==> src/rtl/gpio_conv_ctrl_pkg.sv <==
// gpio_conv_ctrl_pkg: command codes, FSM states and GPIO field positions for gpio_conv_ctrl
package gpio_conv_ctrl_pkg;
    typedef enum logic [1:0] {S_IDLE, S_LOAD, S_RUN, S_DONE} state_t;
    typedef enum logic [2:0] {
        C_KERNEL = 3'b000,
        C_SIZE   = 3'b001,
        C_LOAD   = 3'b010,
        C_READ   = 3'b011,
        C_LAST   = 3'b100
    } cmd_t;
    localparam int CTRL_LSB  = 29;
    localparam int VALID_BIT = 28;
    localparam int DATA_LSB  = 1;
    localparam int DATA_BITS = 24;
    localparam int SRST_BIT  = 0;
endpackage

==> src/rtl/gpio_conv_ctrl_strobe_det.sv <==
// gpio_strobe_det: one-cycle strobe on the rising edge of the GPIO valid bit
module gpio_strobe_det (
    input  logic i_clk,
    input  logic i_rst_n,
    input  logic i_valid,
    output logic o_strobe
);
    logic r_valid_q;
    // Delay valid by one cycle for edge detection
    always_ff @(posedge i_clk) begin
        if (!i_rst_n) r_valid_q <= 1'b0;
        else          r_valid_q <= i_valid;
    end
    assign o_strobe = i_valid & ~r_valid_q;
endmodule

==> src/rtl/gpio_conv_ctrl.sv <==
// gpio_conv_ctrl: GPIO command sequencer for the 2D-conv datapath; GPIO_CTRL_ERR_EN adds a sticky error flag on o_gpio_data[31]
module gpio_conv_ctrl #(
    parameter int GPIO_D = 32,
    parameter int N      = 2,
    parameter int DATA_W = 8,
    parameter int ADDR_W = 10,
    parameter int OUT_W  = 13,
    parameter int K_W    = 24
) (
    input  logic                      CLK100MHZ,
    input  logic                      rst_n,
    input  logic [GPIO_D-1:0]         i_gpio_data,
    output logic [GPIO_D-1:0]         o_gpio_data,
    output logic                      o_led,
    output logic                      o_kernel_we,
    output logic [1:0]                o_kernel_row,
    output logic [K_W-1:0]            o_kernel_data,
    output logic [ADDR_W-1:0]         o_img_size,
    output logic                      o_mem_we,
    output logic [$clog2(N+2)-1:0]    o_mem_sel,
    output logic [ADDR_W-1:0]         o_mem_addr,
    output logic [DATA_W-1:0]         o_mem_wdata,
    output logic                      o_conv_start,
    input  logic                      i_conv_done,
    output logic [$clog2(N)-1:0]      o_rd_sel,
    output logic [ADDR_W-1:0]         o_rd_addr,
    input  logic [OUT_W-1:0]          i_rd_data
);
    import gpio_conv_ctrl_pkg::*;
    localparam int WS_W = $clog2(N+2);
    localparam int RS_W = $clog2(N);
    localparam logic [WS_W-1:0] WS_LAST = WS_W'(N+1);
    localparam logic [RS_W-1:0] RS_LAST = RS_W'(N-1);
    state_t r_state, w_next;
    cmd_t w_cmd;
    logic w_rst_n, w_strobe, w_load_cmd, w_k_wr, w_size_wr, w_px_wr, w_last, w_done_go, w_rd_adv;
    logic w_wr_wrap, w_rd_wrap, w_rd_end, w_unused;
    logic [DATA_BITS-1:0] w_data;
    logic [1:0] r_k_row, r_kernel_row;
    logic [K_W-1:0] r_kernel_data;
    logic [ADDR_W-1:0] r_img_size, r_wr_addr, r_mem_addr, r_rd_addr;
    logic [WS_W-1:0] r_wr_sel, r_mem_sel;
    logic [RS_W-1:0] r_rd_sel;
    logic [DATA_W-1:0] r_mem_wdata;
    logic [OUT_W-1:0] r_result;
    logic r_kernel_we, r_mem_we, r_start_pend, r_conv_start, r_led;

    assign w_rst_n    = rst_n & ~i_gpio_data[SRST_BIT];
    assign w_cmd      = cmd_t'(i_gpio_data[CTRL_LSB +: 3]);
    assign w_data     = i_gpio_data[DATA_LSB +: DATA_BITS];
    assign w_unused   = &{1'b0, i_gpio_data[27:25]};
    assign w_load_cmd = w_strobe && (w_cmd == C_LOAD || w_cmd == C_LAST);
    assign w_wr_wrap  = r_wr_addr == r_img_size;
    assign w_rd_wrap  = r_rd_addr == r_img_size - ADDR_W'(2);
    assign w_rd_end   = w_rd_wrap && r_rd_sel == RS_LAST;

    gpio_strobe_det u_strobe (
        .i_clk    (CLK100MHZ),
        .i_rst_n  (w_rst_n),
        .i_valid  (i_gpio_data[VALID_BIT]),
        .o_strobe (w_strobe)
    );

    // Decode the strobed command against the current state and pick the next state
    always_comb begin
        w_k_wr    = 1'b0;
        w_size_wr = 1'b0;
        w_px_wr   = 1'b0;
        w_done_go = 1'b0;
        w_rd_adv  = 1'b0;
        case (r_state)
            S_IDLE: begin
                w_k_wr    = w_strobe && w_cmd == C_KERNEL;
                w_size_wr = w_strobe && w_cmd == C_SIZE;
                w_px_wr   = w_load_cmd;
            end
            S_LOAD:  w_px_wr   = w_load_cmd;
            S_RUN:   w_done_go = i_conv_done;
            S_DONE:  w_rd_adv  = w_strobe && w_cmd == C_READ;
            default: ;
        endcase
        w_last = w_px_wr && w_cmd == C_LAST;
        w_next = w_last ? S_RUN : w_px_wr ? S_LOAD : w_done_go ? S_DONE :
                 (w_rd_adv && w_rd_end) ? S_IDLE : r_state;
    end

    // State, write/read pointers and registered datapath strobes
    always_ff @(posedge CLK100MHZ) begin
        if (!w_rst_n) begin
            r_state       <= S_IDLE;
            r_k_row       <= '0;
            r_kernel_we   <= 1'b0;
            r_kernel_row  <= '0;
            r_kernel_data <= '0;
            r_img_size    <= '0;
            r_mem_we      <= 1'b0;
            r_wr_sel      <= '0;
            r_wr_addr     <= '0;
            r_mem_sel     <= '0;
            r_mem_addr    <= '0;
            r_mem_wdata   <= '0;
            r_start_pend  <= 1'b0;
            r_conv_start  <= 1'b0;
            r_led         <= 1'b0;
            r_rd_sel      <= '0;
            r_rd_addr     <= '0;
            r_result      <= '0;
        end else begin
            r_state      <= w_next;
            r_kernel_we  <= w_k_wr;
            r_mem_we     <= w_px_wr;
            r_start_pend <= w_last;
            r_conv_start <= r_start_pend;
            if (w_k_wr) begin
                r_kernel_row  <= r_k_row;
                r_kernel_data <= w_data[K_W-1:0];
                r_k_row       <= r_k_row == 2'd2 ? 2'd0 : r_k_row + 2'd1;
            end
            if (w_size_wr) r_img_size <= w_data[ADDR_W-1:0];
            if (w_px_wr) begin
                r_mem_sel   <= r_wr_sel;
                r_mem_addr  <= r_wr_addr;
                r_mem_wdata <= w_data[DATA_W-1:0];
                r_wr_addr   <= w_wr_wrap ? '0 : r_wr_addr + ADDR_W'(1);
                r_wr_sel    <= !w_wr_wrap ? r_wr_sel : r_wr_sel == WS_LAST ? '0 : r_wr_sel + WS_W'(1);
            end
            if (w_done_go) begin
                r_led     <= 1'b1;
                r_rd_sel  <= '0;
                r_rd_addr <= '0;
            end
            if (w_rd_adv) begin
                r_led     <= !w_rd_end;
                r_rd_addr <= w_rd_wrap ? '0 : r_rd_addr + ADDR_W'(1);
                r_rd_sel  <= w_rd_end ? '0 : w_rd_wrap ? r_rd_sel + RS_W'(1) : r_rd_sel;
            end
            if (r_state == S_DONE) r_result <= i_rd_data;
        end
    end

`ifdef GPIO_CTRL_ERR_EN
    logic r_err, w_bad;
    assign w_bad = (w_strobe && !(w_k_wr || w_size_wr || w_px_wr || w_rd_adv || w_done_go)) ||
                   (w_px_wr && r_img_size == '0);
    // Sticky error flag, cleared only by reset
    always_ff @(posedge CLK100MHZ) begin
        if (!w_rst_n) r_err <= 1'b0;
        else          r_err <= r_err | w_bad;
    end
    assign o_gpio_data = {r_err, {(GPIO_D-1-OUT_W){1'b0}}, r_result};
`else
    assign o_gpio_data = {1'b0, {(GPIO_D-1-OUT_W){1'b0}}, r_result};
`endif

    assign o_led         = r_led;
    assign o_kernel_we   = r_kernel_we;
    assign o_kernel_row  = r_kernel_row;
    assign o_kernel_data = r_kernel_data;
    assign o_img_size    = r_img_size;
    assign o_mem_we      = r_mem_we;
    assign o_mem_sel     = r_mem_sel;
    assign o_mem_addr    = r_mem_addr;
    assign o_mem_wdata   = r_mem_wdata;
    assign o_conv_start  = r_conv_start;
    assign o_rd_sel      = r_rd_sel;
    assign o_rd_addr     = r_rd_addr;
endmodule
==> config.mk <==
export PLATFORM = sky130hd
export DESIGN_NAME = gpio_conv_ctrl
export DESIGN_NICKNAME = d
export VERILOG_FILES = /design/src/rtl/gpio_conv_ctrl_pkg.sv /design/src/rtl/gpio_conv_ctrl_strobe_det.sv /design/src/rtl/gpio_conv_ctrl.sv
export SDC_FILE = /design/constraint.sdc
export NUM_CORES = 1
export LEC_CHECK = 0
export BUFFER_PORTS_ARGS = -buffer_cell sky130_fd_sc_hd__clkbuf_2
export CAP_MARGIN = 20
export CORE_ASPECT_RATIO = 1.1
export CORE_MARGIN = 2
export CORE_UTILIZATION = 52
export CTS_BUF_LIST = sky130_fd_sc_hd__clkbuf_8
export DETAILED_ROUTE_END_ITERATION = 12
export PLACE_DENSITY = 0.82
export SYNTH_ARGS = -nofsm -noshare
export SYNTH_HDL_FRONTEND = slang
export SYNTH_HIERARCHICAL = 1
export SYNTH_SLANG_ARGS = --single-unit
==> constraint.sdc <==
create_clock -name CLK100MHZ -period 3.1 [get_ports CLK100MHZ]
set_input_delay 0.31 -clock CLK100MHZ [delete_from_list [all_inputs] [get_ports CLK100MHZ]]
set_output_delay 0.31 -clock CLK100MHZ [all_outputs]
set_load 0.01 [all_outputs]
## Yosys cells after proc, flatten, opt, wreduce, memory -nomap -nowiden

Index checks and enable logic that the tools add are counted.

| operators by class | value |
|---|---|
| equality and inequality tests | 12 |
| bitwise gates (word level) | 5 |
| reduce and logical (&&, ||, !) cells | 18 |
| $add $sub $neg | 6 |
| mux-type cells | 21 |

Operator list:

| operator | number |
|---|---|
| $mux 10 | 4 |
| $add 10x1->10 const B | 2 |
| $eq 10x10->1 | 2 |
| $mux 2 | 6 |
| $mux 1 | 11 |
| $sub 10x2->10 const B | 1 |
| $eq 2x2->1 const B | 4 |
| $logic_and 1x1->1 | 7 |
| $eq 3x2->1 const B | 2 |
| $add 2x1->2 const B | 2 |
| $reduce_and 2->1 | 2 |
| $reduce_bool 4->1 | 1 |
| $reduce_or 2->1 | 2 |
| $eq 3x1->1 const B | 1 |
| $eq 3x3->1 const B | 1 |
| $logic_not 3->1 | 1 |
| $ne 3x1->1 const B | 1 |
| $not 1->1 | 3 |
| $reduce_bool 3->1 | 1 |
| $and 1x1->1 | 2 |
| $eq 2x1->1 const B | 1 |
| $logic_not 2->1 | 1 |
| $reduce_bool 2->1 | 1 |
| $add 1x1->1 const B | 1 |
| other kinds (2) | 2 |

| word-level totals | value |
|---|---|
| output and inout bits | 103 |
| bits in registers | 102 |
| input bits | 48 |
| logic and storage cells | 82 |

## Longest topological paths before layout

| depth | value |
|---|---|
| depth after elaboration | 9 |
| depth in mapped cells | 9 |
| mapped depth without buffers | 8 |

## Cells and area by module

The synthesis kept the hierarchy.

By module, submodules not included:

| module | cells each | times used | area each (um^2) | seq. area each (um^2) |
|---|---|---|---|---|
| gpio_conv_ctrl | 560 | 1 | 4504.3 | 2021.9 |
| gpio_strobe_det | 3 | 1 | 40.0 | 20.0 |

## Least setup slack after synthesis

OpenSTA, ideal clock, no wires.

| path | value |
|---|---|
| path kind | register -> register |
| start point | register r_img_size[1], in the netlist o_img_size[1] |
| end point | register r_state[0] |
| path buffers | 1 |
| stages on the path, launching flop included | 10 |
| slack | 875 ps |
| arrival | 2088 ps |
| required time | 2963 ps |
| setup time | 137 ps |
| clock period less this slack | 2225 ps |
| path through | dfxtp_1 -> buf_2 -> inv_1 -> ha_1 -> or4b_4 -> and2_4 -> nor3_2 -> nand4_2 -> o31ai_1 -> a31oi_1 |

| between the ends | value |
|---|---|
| longest elaborated chain between the ends | 5 |

RTL lines:

| element | line | RTL |
|---|---|---|
| start, declared | gpio_conv_ctrl.sv:41 | `logic [ADDR_W-1:0] r_img_size, r_wr_addr, r_mem_addr, r_rd_addr;` |
| start signal, assigned | gpio_conv_ctrl.sv:119 | `if (w_size_wr) r_img_size <= w_data[ADDR_W-1:0];` |
| $sub 10x2->10 | gpio_conv_ctrl.sv:54 | `assign w_rd_wrap = r_rd_addr == r_img_size - ADDR_W'(2);` |
| $eq 10x10->1 | gpio_conv_ctrl.sv:54 |  |
| $logic_and 1x1->1 | gpio_conv_ctrl.sv:55 | `assign w_rd_end = w_rd_wrap && r_rd_sel == RS_LAST;` |
| $logic_and 1x1->1 | gpio_conv_ctrl.sv:84 | `(w_rd_adv && w_rd_end) ? S_IDLE : r_state;` |
| $reduce_bool 3->1 (no source line) | n/a |  |
| end signal, assigned | gpio_conv_ctrl.sv:109 | `r_state <= w_next;` |
| end, declared | gpio_conv_ctrl.sv:34 | `state_t r_state, w_next;` |

Every way passes these cells.
A chain may end at the register's enable or synchronous reset.

## Final worst setup path

Ends and elaborated chain as after synthesis.

==> results <==
- The clock skew after layout is 0.01171 ns.
- Ranked by instance count, the synthesized netlist is headed by nand2_1 (145), dfxtp_1 (102), a21oi_1 (64), nor2_1 (42), clkbuf_1 (27).
- The fraction of the yosys area taken by sequential cells is 0.4493.
- In this run, post-CTS hold repair placed 0 buffers.
- The maximum number of pins on one net before global-route repair is 53.
- The initial antenna violation count is 0.
- The global-route congestion overflow total is 0.
- The via count of the first global-routing pass is 3995.
- The aggregate negative setup slack is 0 ns.
- The headroom to the max-slew limit is 0.4358.
- The total of flip-flops plus latches after synthesis is 102.
- After detailed routing, the number of vias per cell comes to 5.193.
- The height of the die is 102.0 um.
- For this run, global-route usage on met1 was measured as 0.2594.
- The DRC violation total after the first TritonRoute iteration is 154.
- The first detailed-routing pass took 4 iterations.
- The final wirelength is 10620 um.
- The post-route worst setup slack is 0.6151 ns.
- The largest buffer count on any clock path is 2.
- The most heavily used metal layer in global routing is met2.
- In this run the critical register-to-register path is launched from o_img_size[1]$_SDFFE_PN0P_.
- Dividing the detail-routed wire length by the instance count gives 13.52 um.
- The register-to-register path setup slack is 0.62 ns.
- In this run, distinct cell masters in the synthesized netlist total 53.
- The clock tree from TritonCTS is done.
- The met3 demand-to-capacity share in global routing is 0.06195.
- The final number of max-transition violations is 0.
- The first global-routing pass estimated 17640 um of wire.
- The most used flip-flop cell after synthesis is dfxtp_1.
- For the worst setup path, the data arrival time is 2.70 ns.
- The warning count from the yosys run is 6.
- The total setup violations reported at the end of the flow is 0.
- The transition time at the pin with the least slew margin is 0.8463 ns.
- The gate count after technology mapping is 563.
- The count of input and output buffers is 128.
- The row count is 35.
- The path type of the worst min-delay path is in -> reg.
- The clock transition at the register clock pins on the worst setup and hold paths after CTS is 0.11 ns.
- The termination of the worst setup path is r_state[0]$_SDFFE_PP0P_.
- At the placement stage, the worst setup path has a slack of 0.6658 ns.
- Setup repair after global routing left no endpoint under its margin.
- The most repeated cell in the gate-level netlist after synthesis is nand2_1.
- The wire-length estimate of the detail-placed layout is 7965 um.
- The die is 93.13 um wide.
- Once detail routing completed, the nets flagged for antenna violations numbered 0.
- The die area is 9503 um^2.
- The library cell contributing the largest single delay on the critical path is dfxtp_1.
- The final period demand of the worst path is 2.485 ns.
- The number of enable flip-flop cells after synthesis is 0.
- After synthesis, the cell types taking the most area are dfxtp_1 (45%), nand2_1 (12%), a21oi_1 (7.0%), xnor2_1 (4.0%), nor2_1 (3.5%).
- The proportion of synthesized flip-flops having asynchronous set or reset is 0.
- In the global route stage, overall resource usage came out at 0.2295.
- The worst-skew pair later-pin latency is 0.37 ns.
- The number of clock sinks is 102.
- Clock tree synthesis inserted a total of 9 buffers.
- On the worst path, the slowest cell contributes a delay of 0.54 ns.
- Traced cell by cell, the critical path runs through inv_1 -> ha_1 -> xor2_1 -> nand3_1 -> a211oi_1 -> nand4_2 -> o31ai_1 -> a31oi_1.
- STA classifies the critical path startpoint as a register.
- The maximum fanout count along the critical path is 8.
- For this configuration, the core starts out at a cell density of 0.5377.
- The mapped netlist covers 4544 um^2.
- Once the clock tree was built, the setup fixing pass inserted 0 buffers.
- The core outline area is 8452 um^2.
- The largest voltage drop on the vdd net is 241.9 uV.
- The total power after layout is 2.285 mW.
- The number of antenna diodes in the final layout is 0.
- The critical path class is reg -> reg.
- The weighted congestion at the end of routability-driven global placement is 0.8863.
- In the global route stage, met2 resource usage came out at 0.4158.
- The share of cells above drive strength 1 is 0.2430.
- The area growth from synthesis to layout is 17.37%.
- The average cell area after synthesis is 8.072 um^2.
- The leakage power total is 2.228 nW.
- The share of the synthesized area in the top cell type is 0.4493.
- CTS placed an instance of clkbuf_8 at the clock tree root.
- The number of hold violations in the final report is 0.
- After detailed routing, the number of remaining DRC violations is 0.
- The clock tree synthesis step divided the H-tree into 3 levels.
- STA puts the critical path data required time at 3.32 ns.
- Timing would allow up to 402.4 MHz.
- Dividing the final minimum period by the clock period gives 0.8016.
- In this run the critical register-to-register path is captured at r_state[0]$_SDFFE_PP0P_.
- In this run the count of I/O pins placed on the die edge is 151.
- The total number of vias is 4082.
- The first element of the critical path is o_img_size[1]$_SDFFE_PN0P_.
- The power per unit of standard cell area is 428.3 nW/um^2.
- The count of max-cap constraint violations is 0.
- After the last flow step, the layout net total stands at 722.
- The depth of the worst register-to-register path is 8.
- The cell taking the most area after synthesis is dfxtp_1.
- Post-CTS repair changed the size of 0 cells.
- The flow ran to the end, and the final reports show no timing, DRC or antenna violations.
- The capturing element type of the critical path is a register.
## placed cells by master, fill, tap and decap left out, types with 6 or more instances in the layout
| master | count |
|---|---|
| a21oi_1 | 64 |
| and2_1 | 10 |
| clkbuf_2 | 128 |
| clkbuf_8 | 9 |
| conb_1 | 19 |
| dfxtp_1 | 102 |
| inv_1 | 8 |
| mux2i_1 | 12 |
| nand2_1 | 145 |
| nand3_1 | 7 |
| nand4_1 | 7 |
| nor2_1 | 42 |
| nor3_1 | 10 |
| o21ai_0 | 6 |
| o221ai_1 | 6 |
| xnor2_1 | 21 |
| xor2_1 | 11 |
## flip-flops by register name (all words and copies together) (netlist names), 8 cells and up
register / count
o_img_size: 10
o_kernel_data: 24
o_mem_addr: 10
o_mem_wdata: 8
o_rd_addr: 10
r_result: 13
r_wr_addr: 10
## where the power goes
part,switching [mW],total (mW),internal (mW)
sequential,0.00663,1.32,1.32
clock,0.505,0.825,0.320
combinational,0.0888,0.136,0.0474
## how the worst min path moves through the flow
stage                                        from                             end  slack [ns]  cells past startpoint
after floorplan           r_start_pend$_SDFF_PN0_         o_conv_start$_SDFF_PN0_        0.41                      1
after global placement    r_start_pend$_SDFF_PN0_         o_conv_start$_SDFF_PN0_        0.42                      1
after detailed placement  r_start_pend$_SDFF_PN0_         o_conv_start$_SDFF_PN0_        0.43                      1
after CTS                         i_gpio_data[11]  o_kernel_data[10]$_SDFFE_PN0P_        0.13                      3
after global routing              i_gpio_data[18]  o_kernel_data[17]$_SDFFE_PN0P_        0.14                      3
final                             i_gpio_data[11]  o_kernel_data[10]$_SDFFE_PN0P_        0.14                      3
## stage by stage
step,hold slack (ns),cell area (um^2),util,cells
after floorplan,0.4057,4612,-,581
after global placement,0.4187,5136,0.6077,770
after detailed placement,0.4271,5136,0.6077,770
after CTS,0.1305,5334,0.6311,786
after global routing,0.1411,5334,0.6311,786
final,0.1398,5334,0.6311,786
## routing by layer
layer / vias to the layer above / part of all wire
li1: 2039 / -
met1: 1896 / 0.42
met2: 133 / 0.49
met3: 14 / 0.070
met4: 0 / 0.013
met5: - / 0
## final cells by class
type / instances / area (um^2)
Inverter: 8 / 30.03
Sequential cell: 102 / 2042
Tap cell: 111 / 138.9
Clock buffer: 9 / 123.9
Timing Repair Buffer: 132 / 670.6
Multi-Input combinational cell: 417 / 2255
Fill cell: 750 / 3118
Clock inverter: 7 / 73.82
## cell families (layout without fill, tap and decap cells)
family	Yosys count	count (layout)	synth area share
AOI/OAI and AO/OA	93	93	0.1159
xor gates and xnor gates	32	32	0.06167
other	1	19	0.0008252
muxes	13	13	0.02891
adders and majority gates	4	4	0.01101
buffers and inverters	62	156	0.06993
and+or+nand+nor	256	256	0.2624
DFF	102	102	0.4493
## critical path: cells and delay by family (launching register included)
kind	cells	cell delay, ns
AOI/OAI and AO/OA	3	0.75
xor gates and xnor gates	1	0.15
adders and majority gates	1	0.32
buffers and inverters	1	0.11
DFF	1	0.54
and+or+nand+nor	2	0.46
Note: power is estimated with default switching activity, not from simulation.
